[src/rtl/fanout_eager_fork.sv]
// fanout_eager_fork: eager broadcast fork with a one-entry holding register.
// A held token is offered to every enabled, selected consumer. Each consumer's
// delivery is tracked in a done mask. The producer is released once every
// targeted branch has taken the token, and a refill can happen in that same cycle.
module fanout_eager_fork #(
    parameter int NUM_OUT = 7,
    parameter int WIDTH   = 16,
    parameter int CNT_W   = 16
) (
    input  logic               clk,
    input  logic               rst_n,
    input  logic [WIDTH-1:0]   in_data,
    input  logic [NUM_OUT-1:0] in_sel,
    input  logic               in_valid,
    output logic               in_ready,
    input  logic [NUM_OUT-1:0] out_en,
    output logic [WIDTH-1:0]   out_data,
    output logic [NUM_OUT-1:0] out_valid,
    input  logic [NUM_OUT-1:0] out_ready,
    output logic [CNT_W-1:0]   tok_count,
    output logic [CNT_W-1:0]   drop_count
);

    typedef enum logic {
        EMPTY = 1'b0,
        HELD  = 1'b1
    } state_t;

    state_t             state_q, state_d;
    logic [WIDTH-1:0]   data_q;
    logic [NUM_OUT-1:0] sel_q;
    logic [NUM_OUT-1:0] done_q;
    logic [CNT_W-1:0]   tok_q;
    logic [CNT_W-1:0]   drop_q;

    logic               full;
    logic [NUM_OUT-1:0] target;
    logic [NUM_OUT-1:0] fire;
    logic               complete;
    logic               accept;

    // Holding-register occupancy. Reset discards any held token.
    always_ff @(posedge clk) begin
        if (!rst_n) begin
            state_q <= EMPTY;
        end else begin
            state_q <= state_d;
        end
    end

    // Live routing, handshake decode and next occupancy.
    always_comb begin
        full      = (state_q == HELD);
        target    = out_en & sel_q;
        // Valid is forced low while reset is asserted, even before the first reset edge.
        out_valid = (rst_n && full) ? (target & ~done_q) : '0;
        fire      = out_valid & out_ready;
        complete  = full && (&(done_q | fire | ~target));
        in_ready  = rst_n && (!full || complete);
        accept    = in_valid && in_ready;
        state_d   = state_q;
        if (accept) begin
            state_d = HELD;
        end else if (complete) begin
            state_d = EMPTY;
        end
    end

    // Token payload is captured only on accept. in_sel changes while a token is held are ignored.
    always_ff @(posedge clk) begin
        if (accept) begin
            data_q <= in_data;
            sel_q  <= in_sel;
        end
    end

    // Per-branch delivery mask. It clears on refill or on drain.
    always_ff @(posedge clk) begin
        if (!rst_n) begin
            done_q <= '0;
        end else if (accept || complete) begin
            done_q <= '0;
        end else if (full) begin
            done_q <= done_q | fire;
        end
    end

    // Completion statistics. tok_count wraps and drop_count saturates.
    always_ff @(posedge clk) begin
        if (!rst_n) begin
            tok_q  <= '0;
            drop_q <= '0;
        end else if (complete) begin
            if (|target) begin
                tok_q <= tok_q + CNT_W'(1);
            end else if (drop_q != '1) begin
                drop_q <= drop_q + CNT_W'(1);
            end
        end
    end

    assign out_data   = data_q;
    assign tok_count  = tok_q;
    assign drop_count = drop_q;

endmodule

[config.mk]
export PLATFORM = sky130hd
export DESIGN_NAME = fanout_eager_fork
export DESIGN_NICKNAME = d
export VERILOG_FILES = /design/src/rtl/fanout_eager_fork.sv
export SDC_FILE = /design/constraint.sdc
export NUM_CORES = 1
export LEC_CHECK = 0
export CAP_MARGIN = 10
export CORE_MARGIN = 1.5
export CORE_UTILIZATION = 46
export CTS_CLUSTER_DIAMETER = 60
export DETAILED_ROUTE_END_ITERATION = 16
export GPL_TIMING_DRIVEN = 1
export PLACE_DENSITY = 0.84
export SLEW_MARGIN = 5
export SYNTH_ARGS = -nofsm -noshare
export SYNTH_HDL_FRONTEND = slang
export SYNTH_SLANG_ARGS = --single-unit
export TNS_END_PERCENT = 1
[constraint.sdc]
create_clock -name clk -period 3.97 [get_ports clk]
set_input_delay 0.397 -clock clk [delete_from_list [all_inputs] [get_ports clk]]
set_output_delay 0.397 -clock clk [all_outputs]
set_load 0.005 [all_outputs]
== Word level (Yosys, flattened, before mapping) ==
Index checks and enable logic that the tools add are counted.

* Memory bits (writable): 0
* Memories: 0
* Register bits: 63
* Output and inout bits: 56
* Input bits: 40
* Memory bits (read-only): 0
* Latch bits: 0

* Order comparisons: 0
* Mux-type cells: 3
* Bitwise operators: 9
* Reduce and logical (&&, ||, !) cells: 13
* Add/subtract/negate cells: 2
* Multipliers: 0
* Eq/ne operators: 1
* Shift operators: 0
* Divide/modulo/power cells: 0

{| class="wikitable"
|+ Operators with widths
! cell !! number
|-
| 16-bit by 1-bit adder with 16-bit output (second input constant) || 2
|-
| 7-bit bitwise AND || 3
|-
| 16-bit != test (second input constant) || 1
|-
| 7-bit inverter || 2
|-
| 7-bit OR || 2
|-
| 7-bit 2-to-1 mux || 1
|-
| 7-bit AND reduction || 1
|-
| 7-bit OR reduction || 1
|-
| 1-bit logical AND || 4
|-
| 3-bit AND reduction || 1
|-
| 1-bit logical OR || 2
|-
| 1-bit 2-to-1 mux || 2
|-
| 1-bit inverter || 2
|-
| 2-bit AND reduction || 1
|-
| 2-bit nonzero test || 1
|-
| 2-bit OR reduction || 1
|-
| 1-bit logical NOT || 1
|}

== Logic depth before layout (Yosys ltp) ==
Gate-level depths: netlist of run 1.

* Depth after elaboration: 13
* Gate-level depth with buffers: 10
* Gate-level depth less buffers: 5

== Worst setup path before layout of run 1 ==
No wires, ideal clock.

* Kind: input to register
* From: input port rst_n
* To: register data_q[0], in the netlist out_data[0], enable pin
* Path buffers: 2
* Arrival time: 2.596 ns
* Setup time: 0.411 ns
* Path slack: 0.963 ns
* Stages on the path: 7
* Required time: 3.559 ns
* Cells stage by stage: buf_4 -> and2_4 -> buf_6 -> a211oi_2 -> nor4_1 -> nand2b_1 -> a21oi_1

* Word-level cells in the longest chain between the ends: 10

{| class="wikitable"
|+ RTL lines
! item !! line !! text
|-
| start, declared || 11 || <nowiki>input logic rst_n,</nowiki>
|-
| 1-bit logical AND || 56 || <nowiki>out_valid = (rst_n && full) ? (target & ~done_q) : '0;</nowiki>
|-
| 7-bit 2-to-1 mux || 56 ||
|-
| 7-bit bitwise AND || 57 || <nowiki>fire = out_valid & out_ready;</nowiki>
|-
| 7-bit OR (2 in series) || 58 || <nowiki>complete = full && (&(done_q | fire | ~target));</nowiki>
|-
| 7-bit AND reduction || 58 ||
|-
| 1-bit logical AND || 58 ||
|-
| 1-bit logical OR || 59 || <nowiki>in_ready = rst_n && (!full || complete);</nowiki>
|-
| 1-bit logical AND (*) || 59 ||
|-
| 1-bit logical AND (*) || 60 || <nowiki>accept = in_valid && in_ready;</nowiki>
|-
| named net accept || 40 || <nowiki>logic accept;</nowiki>
|-
| end signal, assigned || 72 || <nowiki>data_q <= in_data;</nowiki>
|-
| end, declared || 30 || <nowiki>logic [WIDTH-1:0] data_q;</nowiki>
|}

Mark *: on every way through the listed nets, which the timed path passes. The rest lies on a longest branch.
A chain may end at the register's enable or synchronous reset.

== Worst setup path in the final report of run 1 ==
* From: input port rst_n
* To: output port in_ready

* Word-level cells in the longest chain between the ends: 9

{| class="wikitable"
|+ RTL lines
! item !! line !! text
|-
| 1-bit logical AND || 56 ||
|-
| 7-bit 2-to-1 mux || 56 ||
|-
| 7-bit bitwise AND || 57 ||
|-
| 7-bit OR (2 in series) || 58 ||
|-
| 7-bit AND reduction || 58 ||
|-
| 1-bit logical AND || 58 ||
|-
| 1-bit logical OR || 59 ||
|-
| 1-bit logical AND (*) || 59 ||
|-
| end, declared || 15 || <nowiki>output logic in_ready,</nowiki>
|}

Every way passes the cells marked *; elsewhere a longest branch is shown, timed or not.

==> impl_results.md, run 1 <==
* Max clock buf depth at 2
* Reg power frac at 49.6%
* Gate count after technology mapping at 282
* Syn avg cell area at 10.1 sq um
* Area delta synth->final at 42.0%
* Final Critical Period at around 3300 ps
* Core area at 5960 sq um
* Final Cell Area at 4060 sq um
* Register area at 1490 sq um
* Fillcell total at 468
* GR Util All Layers at between 20% and 30%
* Die area at between 6000 and 7000 sq um
* Fin. Hold Viols at 0
* DP Area at 3850 sq um
* Initial Util at between 40% and 50%
* Worst Clk Skew at ~6.6 ps
* Post-DP HPWL at 5030 um
* Clock Latency Late Sink at between 300 and 400 ps
* ANT nets after route at 0
* Num rows at 28
* # hold bufs at CTS at 0
* Slew @ Worst Pin at ~860 ps
* Post-CTS sizing at 0
* Synth Warn # at 0
* Vias at ~2600
* Worst setup EP type: primary output
* Final nets at 420
* Sequential fraction of the synthesis area at between 50% and 60%
* Critical Path RT at between 3000 and 4000 ps
* Post-Syn Area at 2860 sq um
* Die W at slightly above 80 um
* R2R Setup Slk at 1100 ps
* Initial antenna violation count at 0
* Sw Share at 24.9%
* Period Utilization, post-route at 82.7%
* Leakage at 0.00133 uW
* Share of post-route cells with drive strength above 1 at 6.79%
* RePlAce Congestion at 0.878
* Die Y at 81.8 um
* Share of flip-flops with an asynchronous set or reset at 0%
* Clk pwr share at roughly two fifths
* Remaining DRCs at 0
* Syn Nets at 324
* Main synth FF type: dfxtp_1
* Power per cell area at 344 nW/um^2
* Synth cell types at 45
* Maxcap violations at 0
* Post-synth EDFFs at 23
* Status: complete, no violations
* Setup TNS at 0 ps
* Internal at 1050 uW
* Crit path launch type: primary input
* Number of global-route vias before repair at between 2000 and 2500
* Worst-path maximum fanout at 8
* TritonCTS Buffers at 9
* DRT iter0 DRCs at 175
* Critical setup path kind: in2out
* Hold WC Path Type: reg2reg
* Worst-path clk slew at 70 ps
* CTS tree: yes
* Per-cell routed wire length at 15.5 um
* First-pass GRT wire length at 11400 um
* NetSw at 347 uW
* #FFs+latches synth at 63
* Gr ovfl total at 0
* Area of the multi-input gates at 1250 sq um
* Final Max Slew Viols at 0
* CTS root buf: clkbuf_8
* First drt pass iteration count at 5
* Comb power frac at under 10%
* Fmax at approximately 0.30 GHz
* Maximum vdd ir drop at 0.000270 V
* Final-report setup violation count at 0
* IO Pins at 96
* CP Data Arrival Time at between 2000 and 3000 ps
* Clock sinks at 63
* RSZ-0062 raised after global routing: false
* Pin count of the biggest net entering global routing at 28
* Slew headroom at between 40 and 50%
* Post-CTS Setup Inserts at 0
* N_diodes at 0
* Final WL at ~7000 um
* Htree depth at 3
* Via density at 5.74
* Port bufs at 95
## area by class of cell
cell class	instances	area share [%]
timing repair buffer	99	24.2
clock inverter	7	2.00
clock buffer	9	3.05
multi-input combinational	196	30.9
inverter	9	0.833
sequential	63	36.8
tap	75	2.31
## critical path, cell delays in order
cell,delay (ps)
clkdlybuf4s50_1,620
and2_4,250
a211oi_2,90
nor4_1,620
nand2b_1,180
a21oi_1,190
clkdlybuf4s50_1,520
## metal layers
layer  vias up  share of wire [%]  global-route usage (%)  routed length, um
met5         -                  0                       0                  0
met4         0                2.8                    10.0                202
met3        21                7.0                    9.11                495
met2       100                 48                    36.8               3450
met1      1239                 42                    26.5               2970
li1       1267                  -                       -                  -
## synthesized netlist by cell type (2+ instances only)
cell,n,area [sq um]
a2111oi_0,5,43.8
a211oi_1,5,37.5
a21oi_1,16,80.1
a22oi_1,2,15.0
a31oi_1,4,25.0
a41oi_1,4,35.0
and3_1,8,50.1
and4_1,3,26.3
buf_4,2,15.0
buf_6,3,33.8
clkbuf_1,9,33.8
dfxtp_1,40,801
edfxtp_1,23,691
ha_1,2,25.0
inv_1,8,30.0
mux2i_1,5,50.1
nand2_1,21,78.8
nand2b_1,3,18.8
nand3_1,13,65.1
nand3b_1,3,22.5
nand4_1,7,43.8
nor2_1,26,97.6
nor3_1,7,35.0
nor4_1,6,37.5
o21ai_0,3,15.0
o31ai_1,8,60.1
o32ai_1,2,17.5
o41ai_1,2,17.5
or3_1,3,18.8
or4_1,11,82.6
xnor2_1,14,123
## worst paths after layout
path,startpoint,depth (start not counted),to
worst min-delay path,done_q[5],2,done_q[5]
worst max register to register,sel_q[4],5,drop_count[11]
worst max-delay path,rst_n,7,in_ready
worst min register to register,done_q[5],2,done_q[5]
## power by group through the flow
stage          logic [uW]  registers [uW]  clock network (uW)
6_report              130             693                 573
3_3_place_gp          126             707                   0
5_1_grt               140             695                 611
4_1_cts               129             693                 589
3_5_place_dp          129             708                   0
2_1_floorplan        60.5             706                   0
## cell usage in the layout, fill, tap and decap left out, types with 9 or more instances in the layout
cell,n
a21oi_1,15
clkbuf_8,9
clkdlybuf4s50_1,95
dfxtp_1,40
edfxtp_1,23
nand2_1,21
nand3_1,13
nor2_1,26
or4_1,11
xnor2_1,14
## flip-flops by register name, summed over array words and instances, names as in the netlist
register    flops
drop_count     16
out_data       16
tok_count      16
done_q          7
sel_q           7
full            1
## cells by family after synthesis
logic type / count (synthesis) / share of synthesized area [%]
and+or+nand+nor: 118 / 22.4
DFF: 63 / 52.2
AOI/OAI and AO/OA: 57 / 14.4
buffers and inverters: 23 / 4.07
xor gates and xnor gates: 14 / 4.29
muxes: 5 / 1.75
adders and majority gates: 2 / 0.876
## stage by stage
stage                     power [uW]  util (%)  setup WS, ps  instances  hold WS [ps]
after floorplan                  766         -           963        282           431
after global placement           833      64.7           804        442           443
after detailed placement         836      64.7           783        442           467
after CTS                       1410      68.1           766        458           492
after global routing            1450      68.1           557        458           507
final                           1400      68.1           688        458           489
Power figures use the tool's default switching activity.
==> run 2, diff against run 1 <==
==> constraint.sdc (replaced) <==
create_clock -name clk -period 3.3 [get_ports clk]
set_input_delay 0.33 -clock clk [delete_from_list [all_inputs] [get_ports clk]]
set_output_delay 0.33 -clock clk [all_outputs]
set_load 0.005 [all_outputs]
==> run 2 against run 1 <==
  * Worst setup slack lost 270 ps
  * First-iteration DRC count shrank 8.0%
  * Highest routed layer unchanged
  * Largest power group unchanged
  * Cell area is essentially flat
==> impl_results.md, run 2 (same netlist as run 1, synthesis figures left out) <==
* Status: complete, no violations
* Hold path cells at 2 (unchanged)
* Reg-to-reg endpoint: tok_count[5]
* Critical Path RT at 2970 ps (-600 ps)
* Die W at 81.8 um (unchanged)
* Core area at 5960 sq um (unchanged)
* Remaining DRCs at 0 (unchanged)
* Maximum vdd ir drop at 0.000441 V (+63%)
* Post-CTS Setup Inserts at 0 (unchanged)
* Initial antenna violation count at 0 (unchanged)
* IO Pins at 96 (unchanged)
* Most frequent cells in the layout: clkdlybuf4s50_1 (95), dfxtp_1 (40), nor2_1 (26)
* Critical setup path kind: in2out
* Hold WC Path Type: reg2reg
* Num rows at 28 (unchanged)
* Initial Util at 48.0% (unchanged)
* Endpoint, Worst Hold: tok_count[15]
* R2R depth at 5 (unchanged)
* Final-report setup violation count at 0 (unchanged)
* Final Cell Area at 4060 sq um (about the same)
* GR Util All Layers at 24.0% (+1.3 points)
* Period Utilization, post-route at 87.3%
* Clock Latency Late Sink at 340 ps (about the same)
* Slew headroom at 55.1% (+13 points)
* CP cell instances: clkdlybuf4s50_1, and3_1, o32ai_1, or2_0, nand2b_1, a21oi_1, clkdlybuf4s50_1
* Pin count of the biggest net entering global routing at 28 (unchanged)
* TritonCTS Buffers at 9 (unchanged)
* Gr ovfl total at 0 (unchanged)
* # hold bufs at CTS at 0 (unchanged)
* CP dominant cell by count: clkdlybuf4s50_1
* Hold Path Origin: tok_count[15]
* Vias at 2660 (+1.3%)
* WP buf/inv at 2 (unchanged)
* Maxcap violations at 0 (unchanged)
* First-pass GRT wire length at 12000 um (+5.7%)
* Pre-CTS setup slack at 430 ps (-353 ps)
* Top Family by Delay on Critical Path: buffers and inverters
* Worst-path maximum fanout at 7 (-1)
* Most common cell after layout, fill and taps aside: clkdlybuf4s50_1
* Fmax at 0.347 GHz
* Slew @ Worst Pin at 673 ps (-185 ps)
* Fin. Hold Viols at 0 (unchanged)
* Crit path launch type: primary input
* CP Data Arrival Time at 2550 ps (-340 ps)
* First drt pass iteration count at 4 (-1)
* Clock sinks at 63 (unchanged)
* Htree depth at 3 (unchanged)
* Via density at 5.78 (+0.82%)
* Share of post-route cells with drive strength above 1 at 6.75% (-0.035 points)
* Final nets at 422 (+0.48%)
* Worst setup margin at 419 ps (-268 ps)
* Power per cell area at 404 nW/um^2 (+17%)
* Fin Hold WS at 477 ps (-12.0 ps)
* Final Critical Period at around 2900 ps
* Final WL at 7520 um (+5.6%)
* ANT nets after route at 0 (unchanged)
* Worst-path clk slew at 70 ps (about the same)
* Post-DP HPWL at 5440 um (+8.0%)
* Max incr delay on CP at 530 ps (-90 ps)
* Worst Clk Skew at 9.09 ps (+2.49 ps)
* Die Y at 81.8 um (unchanged)
* Worst setup EP type: primary output
* Crit-path slowest cell: clkdlybuf4s50_1
* Port bufs at 95 (unchanged)
* CTS root buf: clkbuf_8
* R2R Setup Slk at 770 ps (-330 ps)
* N_diodes at 0 (unchanged)
* Reg-to-Reg Start: full
* RePlAce Congestion at 0.890 (+1.4%)
* Number of global-route vias before repair at 2568 (+6.3%)
* Area delta synth->final at 42.0% (about the same)
* Post-CTS sizing at 0 (unchanged)
* Leakage at 0.00132 uW (-0.39%)
* DRT iter0 DRCs at 161 (-8.0%)
* Final Max Slew Viols at 0 (unchanged)
* CTS tree: yes
* Per-cell routed wire length at 16.3 um (+5.2%)
* Setup TNS at 0 ps (unchanged)
* Max clock buf depth at 2 (unchanged)
* RSZ-0062 raised after global routing: false
* DP Area at 3870 sq um (+0.39%)
* Die area at 6690 sq um (unchanged)
## run 2: cell types whose count changed in the layout (fill, tap and decap cells not counted)
cell	delta
clkinv_4	-3
buf_4	+2
clkinvlp_4	+2
inv_6	-2
clkbuf_1	+1
clkinv_1	+1
clkinv_2	+1
## run 2: worst max-delay path by stage
stage | cells after the start | endpoint | start
floorplan | 7 | out_data[0] | rst_n
global placement | 7 | in_ready | rst_n
detailed placement | 6 | tok_count[6] | rst_n
CTS | 7 | in_ready | rst_n
global route | 7 | in_ready | rst_n
finish | 7 | in_ready | rst_n
## run 2: cell type report
type | count | area [sq um]
fill | 500 | 1900
sequential | 63 | 1490
multi-input combinational | 196 | 1250
timing repair buffer | 101 | 996
clock buffer | 10 | 128
tap | 75 | 93.8
clock inverter | 6 | 61.3
inverter | 9 | 33.8
## run 2: through the flow
step,power [uW],utilization [%],cells
floorplan,922,-,282
global placement,1000,64.9,444
detailed placement,1010,64.9,444
CTS,1660,68.1,460
global route,1700,68.1,460
finish,1640,68.1,460
## run 2: tightest hold or removal path, stage by stage, from the launching register on
cell     delay [ps]
dfxtp_1         320
nand2_1          50
mux2i_1          60
## run 2: metal layers
| metal | track usage [%] | vias up | part of all wire [%] |
|---|---|---|---|
| li1 | - | 1268 | - |
| met1 | 27.5 | 1262 | 40 |
| met4 | 12.4 | 0 | 4.0 |
| met5 | 0 | - | 0 |
| met3 | 6.00 | 32 | 5.0 |
| met2 | 41.3 | 98 | 50 |
## run 2: where the power goes
part	internal, uW	leakage [uW]	switching, uW	total, uW
registers	823	0.000536	11.6	835
clock network	345	0.0000859	299	644
logic	84.2	0.000699	75.8	160
==> run 3, diff against run 2 <==
--- a/config.mk
+++ b/config.mk
@@ -7,11 +7,11 @@
 export LEC_CHECK = 0
 export CAP_MARGIN = 10
 export CORE_MARGIN = 1.5
-export CORE_UTILIZATION = 46
+export CORE_UTILIZATION = 40
 export CTS_CLUSTER_DIAMETER = 60
 export DETAILED_ROUTE_END_ITERATION = 16
 export GPL_TIMING_DRIVEN = 1
-export PLACE_DENSITY = 0.84
+export PLACE_DENSITY = 0.75
 export SLEW_MARGIN = 5
 export SYNTH_ARGS = -nofsm -noshare
 export SYNTH_HDL_FRONTEND = slang
==> run 3 against run 2 <==
  * Fmax grew 2.3%
  * Non-clock buffer count is the same
  * Clock power grew 4.7%
  * Via count shrank 3.0%
  * Cell area grew 0.80%
  * Global-route usage shrank 4.5 points
  * Wire length shrank 6.2%
  * Sequential power is essentially flat
  * Critical path depth is the same
  * Critical path type unchanged
==> impl_results.md, run 3 (same netlist as run 1, synthesis figures left out) <==
* CTS tree: yes
* Worst Clk Skew at 11.2 ps (+2.14 ps)
* Crit path launch type: primary input
* CTS root buf: clkbuf_8
* Remaining DRCs at 0 (unchanged)
* ANT nets after route at 0 (unchanged)
* Total Power at 1670 uW (+1.7%)
* Htree depth at 3 (unchanged)
* Power per cell area at 407 nW/um^2 (+0.86%)
* Final Cell Area at 4090 sq um (+0.80%)
* Final WL at 7050 um (-6.2%)
* Max incr delay on CP at 500 ps (-30 ps)
* Final Critical Period at 2810 ps (-66.0 ps)
* Gr ovfl total at 0 (unchanged)
* Die Y at 87.5 um (+7.0%)
* Worst-path clk slew at 70 ps (about the same)
* Worst setup EP type: primary output
* CP Data Arrival Time at 2480 ps (-70 ps)
* Area delta synth->final at 43.1%
* Post-CTS sizing at 0 (unchanged)
* Clock sinks at 63 (unchanged)
* Fillcell total at 619 (+24%)
* Slew @ Worst Pin at 626 ps (-47.5 ps)
* Critical Path RT at 2970 ps (about the same)
* N_diodes at 0 (unchanged)
* CP cell instances: clkdlybuf4s50_1, and3_1, o32ai_1, or2_0, nand2b_1, a21oi_1, clkdlybuf4s50_1
* Vias at 2581 (-3.0%)
* Period Utilization, post-route at 85.3% (-2.0 points)
* Initial Util at 41.8% (-6.1 points)
* Core area at 6830 sq um (+15%)
* Worst-path maximum fanout at 6 (-1)
* Leakage at 0.00133 uW (+0.59%)
* First-pass GRT wire length at 11500 um (-4.7%)
* Slew headroom at 58.3% (+3.2 points)
* Area of the multi-input gates at 1250 sq um (unchanged)
* Per-cell routed wire length at 14.7 um (-10%)
* Hold WC Path Type: reg2reg
* Critical setup path kind: in2out
* Via density at 5.37 (-7.2%)
* Final-report setup violation count at 0 (unchanged)
* Pin count of the biggest net entering global routing at 28 (unchanged)
* Max clock buf depth at 2 (unchanged)
* Fin. Hold Viols at 0 (unchanged)
* DRT iter0 DRCs at 209 (+30%)
* IO Pins at 96 (unchanged)
* Number of global-route vias before repair at 2410 (-6.2%)
* Fin Hold WS at 481 ps (+4.38 ps)
* Top Family by Delay on Critical Path: buffers and inverters
* TritonCTS Buffers at 9 (unchanged)
* Final nets at 422 (unchanged)
* Maximum vdd ir drop at 0.000242 V (-45%)
* Share of post-route cells with drive strength above 1 at 7.01% (+0.26 points)
* CP dominant cell by count: clkdlybuf4s50_1
* Die area at 7660 sq um (+14%)
* Final Max Slew Viols at 0 (unchanged)
* First drt pass iteration count at 4 (unchanged)
* Num rows at 30 (+7.1%)
* Setup TNS at 0 ps (unchanged)
* Port bufs at 95 (unchanged)
* Post-DP HPWL at 5050 um (-7.1%)
* GR Util All Layers at 19.5% (-4.5 points)
* RePlAce Congestion at 0.869 (-2.3%)
* Initial antenna violation count at 0 (unchanged)
* RSZ-0062 raised after global routing: false
* Maxcap violations at 0 (unchanged)
* Fmax at 0.355 GHz (+2.3%)
* DP Area at 3890 sq um (+0.68%)
* Post-CTS Setup Inserts at 0 (unchanged)
* Clock Latency Late Sink at 340 ps (about the same)
* WP buf/inv at 2 (unchanged)
* Crit-path slowest cell: clkdlybuf4s50_1
* Status: complete, no violations
* Most common cell after layout, fill and taps aside: clkdlybuf4s50_1
* # hold bufs at CTS at 0 (unchanged)
* Register area at 1490 sq um (unchanged)
* Die W at 87.5 um (+7.0%)
* Final cell utilization of the core at 59.9% (-8.3 points)
* Most frequent cells in the layout: clkdlybuf4s50_1 (95), dfxtp_1 (40), nor2_1 (26)
==> run 3: changes by cell type in the layout (fill, tap and decap cells not counted), sizes merged <==
cell,change
clkbuf,-1
inv,+2
clkinvlp,-1
==> run 3: final timing paths <==
kind	slack, ps	depth (start not counted)	startpoint	end
worst min register to register	480	2	tok_count[15]	tok_count[15]
worst max register to register	770	5	full	tok_count[6]
worst max-delay path	490	7	rst_n	in_ready
worst min-delay path	480	2	tok_count[15]	tok_count[15]
==> run 3: power breakdown <==
part | total (uW) | switching (uW) | leakage, uW | internal, uW
Clock | 674 | 324 | 0.0000937 | 350
Combinational | 159 | 74.4 | 0.000699 | 84.2
Sequential | 834 | 10.7 | 0.000536 | 823
Total | 1670 | 409 | 0.00133 | 1260
==> run 3: routing by layer <==
metal  routed length [um]  global-route usage, %  part of all wire, %
met5                    0                      0                    0
met4                   65                   7.36                 0.92
met3                  374                   5.02                  5.3
met2                 3560                   32.7                   50
met1                 3060                   24.2                   43
==> run 3: metrics by stage <==
stage               instances  worst slack [ps]
finish                    481               486
global route              481               350
CTS                       481               459
detailed placement        465               471
global placement          465               542
floorplan                 282               360
==> run 3: layout make-up <==
cell class | instances | area share (%)
clock inverter | 7 | 1.74
sequential | 63 | 36.5
tap | 96 | 2.94
clock buffer | 9 | 3.03
multi-input combinational | 196 | 30.6
inverter | 9 | 0.826
timing repair buffer | 101 | 24.4
==> run 3: worst register-to-register path, stage by stage, from the launching register on <==
cell,delay (ps)
dfxtp_1,540
and2_4,280
a211oi_1,110
or4_1,810
or4_1,570
a21oi_1,150
